--- config.mk ---
export PLATFORM = sky130hd
export DESIGN_NAME = instruction_fetch
export DESIGN_NICKNAME = d
export VERILOG_FILES = /design/src/rtl/instruction_fetch.sv
export SDC_FILE = /design/constraint.sdc
export NUM_CORES = 1
export LEC_CHECK = 0
export CORE_MARGIN = 10
export CORE_UTILIZATION = 48
export CTS_BUF_LIST = sky130_fd_sc_hd__clkbuf_8
export CTS_CLUSTER_DIAMETER = 150
export DETAILED_ROUTE_END_ITERATION = 10
export PLACE_DENSITY = 0.93
export SLEW_MARGIN = 20
export SYNTH_ARGS = -nofsm -noshare
export SYNTH_HDL_FRONTEND = slang
export SYNTH_SLANG_ARGS = --single-unit
--- constraint.sdc ---
create_clock -name clk -period 5.9 [get_ports clk]
set_clock_uncertainty 0.1 [all_clocks]
set_input_delay 1.18 -clock clk [delete_from_list [all_inputs] [get_ports clk]]
set_output_delay 1.18 -clock clk [all_outputs]
set_load 0.01 [all_outputs]
--- src/rtl/instruction_fetch.sv ---
// Instruction-fetch stage: owns the PC, runs the imem handshake and loads the IF/ID register.
// Optional build macro IF_FLUSH_EN turns the delay slot after a redirect into a bubble.
module instruction_fetch #(
    parameter logic [31:0] RESET_PC = 32'h0000_0000,
    parameter logic [31:0] NOP_INST = 32'h0000_0000
) (
    input  logic        clk,
    input  logic        rst,
    input  logic        stall,
    input  logic [1:0]  pcsource,
    input  logic [31:0] bpc,
    input  logic [31:0] jpc,
    input  logic [31:0] ra,
    output logic        imem_req,
    output logic [31:0] imem_addr,
    input  logic [31:0] imem_rdata,
    input  logic        imem_ack,
    output logic [31:0] pc,
    output logic [31:0] pc4,
    output logic [31:0] inst,
    output logic        if_valid
);

    typedef enum logic {
        S_REQ  = 1'b0,
        S_HOLD = 1'b1
    } state_t;

    state_t      state;
    logic [31:0] hold_inst;
    logic [31:0] pend_pc;
    logic        pend_valid;

    logic [31:0] pc_plus4;
    logic [31:0] redirect_sel;
    logic [31:0] redirect_target;
    logic [31:0] next_pc;
    logic [31:0] load_word;
    logic        in_req;
    logic        capture;
    logic        advance;
    logic        redirect;
    logic        squash_now;

    assign in_req    = (state == S_REQ);
    // Request follows the state register but drops during reset so a reset cycle never issues a fetch.
    assign imem_req  = in_req && !rst;
    assign imem_addr = pc;

    assign pc_plus4  = pc + 32'd4;
    assign capture   = in_req && imem_ack && stall;
    assign advance   = !stall && ((in_req && imem_ack) || (state == S_HOLD));
    assign redirect  = if_valid && !stall && (pcsource != 2'b00);
    assign load_word = (state == S_HOLD) ? hold_inst : imem_rdata;

    // NOTE: every always_comb output gets a default first so no path can infer a latch.
    always_comb begin
        redirect_sel = pc_plus4;
        case (pcsource)
            2'b01:   redirect_sel = bpc;
            2'b10:   redirect_sel = ra;
            2'b11:   redirect_sel = jpc;
            default: redirect_sel = pc_plus4;
        endcase
        redirect_target = redirect_sel & ~32'h0000_0003;
    end

    // A redirect seen this cycle beats an older pending target, which beats sequential flow.
    always_comb begin
        next_pc = pc_plus4;
        if (redirect)
            next_pc = redirect_target;
        else if (pend_valid)
            next_pc = pend_pc;
    end

`ifdef IF_FLUSH_EN
    logic squash;

    always_ff @(posedge clk) begin
        if (rst)
            squash <= 1'b0;
        else if (advance)
            squash <= 1'b0;
        else if (redirect)
            squash <= 1'b1;
    end

    // A redirect coinciding with the completing fetch squashes that fetch directly.
    assign squash_now = squash || redirect;
`else
    assign squash_now = 1'b0;
`endif

    // NOTE: sequential state uses non-blocking assignments so all registers update from pre-edge values.
    always_ff @(posedge clk) begin
        if (rst) begin
            state      <= S_REQ;
            pc         <= RESET_PC;
            pc4        <= 32'h0000_0000;
            inst       <= NOP_INST;
            if_valid   <= 1'b0;
            pend_valid <= 1'b0;
        end else begin
            if (advance) begin
                pc         <= next_pc;
                pend_valid <= 1'b0;
            end else if (redirect) begin
                pend_valid <= 1'b1;
            end

            if (advance) begin
                if (squash_now) begin
                    inst     <= NOP_INST;
                    if_valid <= 1'b0;
                end else begin
                    pc4      <= pc_plus4;
                    inst     <= load_word;
                    if_valid <= 1'b1;
                end
            end else if (!stall) begin
                // Memory still busy: feed a bubble downstream, pc4 keeps its last value.
                inst     <= NOP_INST;
                if_valid <= 1'b0;
            end

            case (state)
                S_REQ:   if (imem_ack && stall) state <= S_HOLD;
                S_HOLD:  if (!stall) state <= S_REQ;
                default: state <= S_REQ;
            endcase
        end
    end

    // NOTE: data-only storage is left unreset; it is always written before its qualifier marks it live.
    always_ff @(posedge clk) begin
        if (capture)
            hold_inst <= imem_rdata;
        if (redirect && !advance)
            pend_pc <= redirect_target;
    end

endmodule

==> summary.txt, run 1 <==
Worst hold-check path type - flop to flop
Post-route DRC - 0
Worst EP arrival - 3.87 ns
Initial detailed-routing violation count - 750
Final count of pins violating max slew - 0
TritonCTS buffer count - 17
Worst-path clk slew - 0.09 ns
Synth Cell Area - 7850 sq um
Kind of critical path - input port to flop
Final instance area - 10600 sq um
CP peak stage delay - 0.81 ns
CP delay by family, top - compound AO/OA/AOI/OAI gates
Nets - 1123
Clk_lat worst skew - 0.47 ns
Slew headroom - 0.360
Die H - 148 microns
Post-CTS Setup Inserts - 0
Number of global-route vias before repair - 7323
Crit path max fanout - 43
Non-Filler Instances - 1220
Post-synth top flop - dfxtp_1
Final worst path period share - 0.615
Worst Setup Slack, final - 2.27 ns
Pin count of the biggest net entering global routing - 81
DR WL/cell - 21.9 microns
Setup TNS - 0 ns
Layout cells sized above 1 - 0.0789
CTS tree - yes
Antenna viol nets, final - 0
Crit path cell chain - clkdlybuf4s50_1, buf_4, nand2b_1, o21ai_0, a22o_1, a2111oi_0
CP Launch Type - input port
Final hold violation count - 0
Max-Cap Viols - 0
Final hold slack - 0.359 ns
CTS max path bufs - 2
Initial antenna violation count - 3
Area grow syn2layout - 35.3%
Port Buf Inserts - 251
Least-Margin Pin Slew - 0.960 ns
Crit. End Element - flop
Commonest non-fill, non-tap cell in the layout - clkdlybuf4s50_1
Yosys warning count - 0
Highest clock rate - 0.276 GHz
Post_cts resized - 0
First drt pass iteration count - 5
Ports - 264
Sequential area share after synthesis - 0.479
Row cnt - 46
CP max stage cell - nand2b_1
Power per Cell Area - 229 nW/um^2
First-pass GRT wire length - 40800 microns
CP Data Required Time - 6.14 ns
Total core area - 15900 sq um
Via count - 7280
Post-synthesis cell count - 797
RSZ-0062 raised after global routing - no
CTS root buf - clkbuf_8
Post-synth ARST share - 0
Filler instances - 1203
Worst slack at placement - 1.88 ns
Vias per inst - 5.97
All-layer global routing usage - 0.235
RePlAce Congestion - 0.869
H-tree depth - 4
Setup violations, final - 0
Status - finished clean
Clock Sinks - 157
Total design power - 2.43 mW
Min-delay src - inst[4]
HPWL Detailed - 19200 microns
Post-layout min period - 3.63 ns
#FFs+latches synth - 157
Area after DPL - 10200 sq um
Die area - 21900 sq um
Hold buffers post-CTS - 0
EDFF count, synth - 62
Count of cell types in the netlist - 70
Initial core utilization - 0.492
Global route total overflow - 0
Worst r2r src - imem_addr[2]
Crit path buffers/inverters - 2
Leakage power - 3.65 nW
VDD IR max - 0.171 mV
Placed cells - 1185
Most frequent cells in the layout - 249 x clkdlybuf4s50_1, 94 x dfxtp_1, 71 x nand2_1, 62 x edfxtp_1, 59 x nor2_1
DIE WIDTH - 148 microns
Crit path from - pcsource[1]
WL final - 26700 microns
Post-Syn Area per Cell - 9.85 sq um
Fin util - 0.666
where the power goes:
group,switching [mW],internal [mW]
logic,0.203,0.228
clock network,0.464,0.314
registers,0.0446,1.18
Yosys cell counts, types with 7 or more instances:
library cell,n,area (sq um)
buf_1,12,45.0
clkbuf_1,40,150
a31oi_1,10,62.6
o21a_1,10,75.1
a21oi_1,26,130
dfxtp_1,95,1900
a211oi_1,34,255
inv_1,9,33.8
buf_4,36,270
nor2_1,60,225
nor4_1,7,43.8
mux2i_1,57,571
buf_2,8,40.0
a22oi_1,14,105
a21boi_0,9,67.6
xnor2_1,15,131
nand3_1,15,75.1
mux2_2,8,90.1
o21ai_0,56,280
edfxtp_1,62,1860
nand2_1,72,270
nor3_1,12,60.1
xor2_1,10,87.6
nand2b_1,7,43.8
routing by layer:
layer,up-vias,part of all wire,GRT usage
met4,0,0.043,0.111
li1,3299,-,-
met2,464,0.50,0.403
met5,-,0,0
met3,74,0.10,0.0632
met1,3443,0.36,0.265
final cells by class:
cell class | instances | area [sq um] | area share
flip-flops and latches | 157 | 3770 | 0.355
multi-input cells | 539 | 3570 | 0.336
repair buffers | 264 | 2600 | 0.245
well taps | 216 | 270 | 0.0254
clock buffers | 17 | 234 | 0.0220
clock inverters | 15 | 139 | 0.0131
inverters | 9 | 33.8 | 0.00318
diodes | 3 | 7.51 | 0.000707
worst register-to-register path: cells and delay by family (launching register included):
kind	cells	cell delay, ns
fa+ha+maj	1	0.27
xor+xnor	1	0.47
simple gates	3	0.91
flops	1	0.55
compound gates	1	0.20
worst paths after layout:
check | depth (start not counted) | to | slack [ns]
min | 2 | inst[4] | 0.36
max | 6 | imem_addr[10] | 2.27
min reg2reg | 2 | inst[4] | 0.36
max reg2reg | 6 | pend_pc[20] | 3.12
cell families after synthesis:
kind of cell,synth area share
compound gates,0.196
simple gates,0.130
flops,0.479
buf+inv,0.0701
mux,0.0927
xor+xnor,0.0300
fa+ha+maj,0.00159
other cells,0.000478
flip-flops by register name, indices dropped and copies added (netlist names):
register,cells
hold_inst,32
inst,32
imem_addr,30
pc4,30
pend_pc,30
if_valid,1
pend_valid,1
state,1
Note: power is estimated with default switching activity, not from simulation.
==> run 2: changes to the inputs <==
--- a/config.mk
+++ b/config.mk
@@ -6,11 +6,11 @@
 export NUM_CORES = 1
 export LEC_CHECK = 0
 export CORE_MARGIN = 10
-export CORE_UTILIZATION = 48
+export CORE_UTILIZATION = 43
 export CTS_BUF_LIST = sky130_fd_sc_hd__clkbuf_8
 export CTS_CLUSTER_DIAMETER = 150
 export DETAILED_ROUTE_END_ITERATION = 10
-export PLACE_DENSITY = 0.93
+export PLACE_DENSITY = 0.88
 export SLEW_MARGIN = 20
 export SYNTH_ARGS = -nofsm -noshare
 export SYNTH_HDL_FRONTEND = slang
==> constraint.sdc (replaced) <==
create_clock -name clk -period 2.95 [get_ports clk]
set_clock_uncertainty 0.1 [all_clocks]
set_input_delay 0.59 -clock clk [delete_from_list [all_inputs] [get_ports clk]]
set_output_delay 0.59 -clock clk [all_outputs]
set_load 0.01 [all_outputs]
==> summary.txt, run 2 (synthesis gave the netlist of run 1 again) <==
Status - finished clean (unchanged)
Clk_lat worst skew - 0.46 ns (was 0.47 ns)
Ports - 264 (unchanged)
All-layer global routing usage - 0.217 (was 0.235)
CP Launch Type - flop (was input port)
Via count - 7284 (was 7280)
Initial core utilization - 0.437 (was 0.492)
CP Data Required Time - 3.08 ns (was 6.14 ns)
WL final - 27000 microns (was 26700 microns)
Power per Cell Area - 466 nW/um^2 (was 229 nW/um^2)
Antenna viol nets, final - 0 (unchanged)
Slew headroom - 0.458 (was 0.360)
Total design power - 5.12 mW (was 2.43 mW)
Row cnt - 49 (was 46)
CTS max path bufs - 2 (unchanged)
Crit path from - imem_addr[4] (was pcsource[1])
Hold buffers post-CTS - 0 (unchanged)
Initial detailed-routing violation count - 863 (was 750)
Leakage power - 3.84 nW (was 3.65 nW)
Setup TNS - 0 ns (unchanged)
Kind of critical path - flop to flop (was input port to flop)
Least-Margin Pin Slew - 0.812 ns (was 0.960 ns)
Post-route DRC - 0 (unchanged)
Min-delay src - inst[28] (was inst[4])
Commonest non-fill, non-tap cell in the layout - clkdlybuf4s50_1 (unchanged)
Worst EP arrival - 2.78 ns (was 3.87 ns)
H-tree depth - 4 (unchanged)
RSZ-0062 raised after global routing - no (unchanged)
DIE WIDTH - 155 microns (was 148 microns)
First drt pass iteration count - 5 (unchanged)
Final hold violation count - 0 (unchanged)
Pin count of the biggest net entering global routing - 48 (was 81)
CP endpoint - pend_pc[27] (was imem_addr[10])
Number of global-route vias before repair - 7159 (was 7323)
RePlAce Congestion - 0.930 (was 0.869)
Die area - 24100 sq um (was 21900 sq um)
Port Buf Inserts - 251 (unchanged)
Most frequent cells in the layout - 249 x clkdlybuf4s50_1, 94 x dfxtp_1, 72 x nand2_1, 62 x edfxtp_1, 59 x nor2_1 (was 249 x clkdlybuf4s50_1, 94 x dfxtp_1, 71 x nand2_1, 62 x edfxtp_1, 59 x nor2_1)
Worst R2R End - pend_pc[27] (was pend_pc[20])
Area grow syn2layout - 39.9% (was 35.3%)
Top flop regs - hold_inst x32, inst x32 (unchanged)
Clock Sinks - 157 (unchanged)
Highest clock rate - 0.378 GHz
Die H - 155 microns (was 148 microns)
Post-CTS Setup Inserts - 0 (unchanged)
DR WL/cell - 21.4 microns (was 21.9 microns)
TritonCTS buffer count - 17 (unchanged)
Nets - 1154 (was 1123)
Post_cts resized - 0 (unchanged)
Final worst path period share - 0.898
Worst reg-to-reg path cell count - 6 (unchanged)
CTS root buf - clkbuf_8 (unchanged)
Initial antenna violation count - 1 (was 3)
Total core area - 18000 sq um (was 15900 sq um)
VDD IR max - 0.310 mV (was 0.171 mV)
Worst-path clk slew - 0.10 ns (was 0.09 ns)
Setup violations, final - 0 (unchanged)
Worst hold-check path type - flop to flop (unchanged)
Worst Setup Slack, final - 0.302 ns (was 2.27 ns)
HPWL Detailed - 20300 microns (was 19200 microns)
Vias per inst - 5.77 (was 5.97)
Worst Hold Depth - 2 (unchanged)
First-pass GRT wire length - 41400 microns (was 40800 microns)
R2r setup slk - 0.30 ns (was 3.12 ns)
Crit. End Element - flop (unchanged)
Worst slack at placement - 0.159 ns (was 1.88 ns)
Crit path max fanout - 8 (was 43)
CTS tree - yes (unchanged)
Global route total overflow - 0 (unchanged)
Final count of pins violating max slew - 0 (unchanged)
Post-layout min period - 2.65 ns
Layout cells sized above 1 - 0.105 (was 0.0789)
Worst r2r src - imem_addr[4] (was imem_addr[2])
Max-Cap Viols - 0 (unchanged)
run 2: changes by cell type in the layout (fill, tap and decap cells not counted), moves of 2 or more:
cell       before  now
inv_6           9    5
buf_12          0    4
bufinv_16       0    3
inv_8           4    2
buf_4          13   40
diode_2         3    1
run 2: area by class of cell:
type,count,area (sq um)
fillers,1452,6980
clock inverters,15,200
multi-input cells,539,3580
repair buffers,295,2880
clock buffers,17,234
inverters,9,33.8
well taps,229,287
flip-flops and latches,157,3760
diodes,1,2.50
run 2: layer usage:
layer | vias up | wire length, microns | share of wire | track usage
li1 | 3365 | - | - | -
met1 | 3470 | 10200 | 0.38 | 0.258
met2 | 404 | 13600 | 0.50 | 0.366
met3 | 45 | 2510 | 0.093 | 0.0573
met4 | 0 | 716 | 0.027 | 0.0814
met5 | - | 0 | 0 | 0
run 2: worst max-delay path, stage by stage, from the launching register on:
cell      delay, ns
dfxtp_1        0.52
nand4_2        0.18
buf_4          0.20
nor3_1         0.51
nand4_1        0.33
xor2_1         0.25
a221oi_1       0.35
run 2: how the worst min path moves through the flow:
stage	to	slack (ns)
6_report	inst[28]	0.36
5_1_grt	inst[26]	0.38
4_1_cts	inst[1]	0.36
3_5_place_dp	inst[1]	0.34
3_3_place_gp	inst[21]	0.33
2_1_floorplan	if_valid	0.38
run 2: metrics by stage:
step | hold WS (ns) | utilization | cell area (sq um) | std cells
4_1_cts | 0.362 | 0.611 | 11000 | 1261
5_1_grt | 0.379 | 0.611 | 11000 | 1262
3_5_place_dp | 0.341 | 0.587 | 10500 | 1229
2_1_floorplan | 0.379 | - | 7880 | 802
6_report | 0.358 | 0.611 | 11000 | 1262
3_3_place_gp | 0.333 | 0.587 | 10500 | 1229
run 2: report_power, final:
part	switching, mW	internal (mW)
logic	0.427	0.484
registers	0.0728	2.36
clock network	0.907	0.867
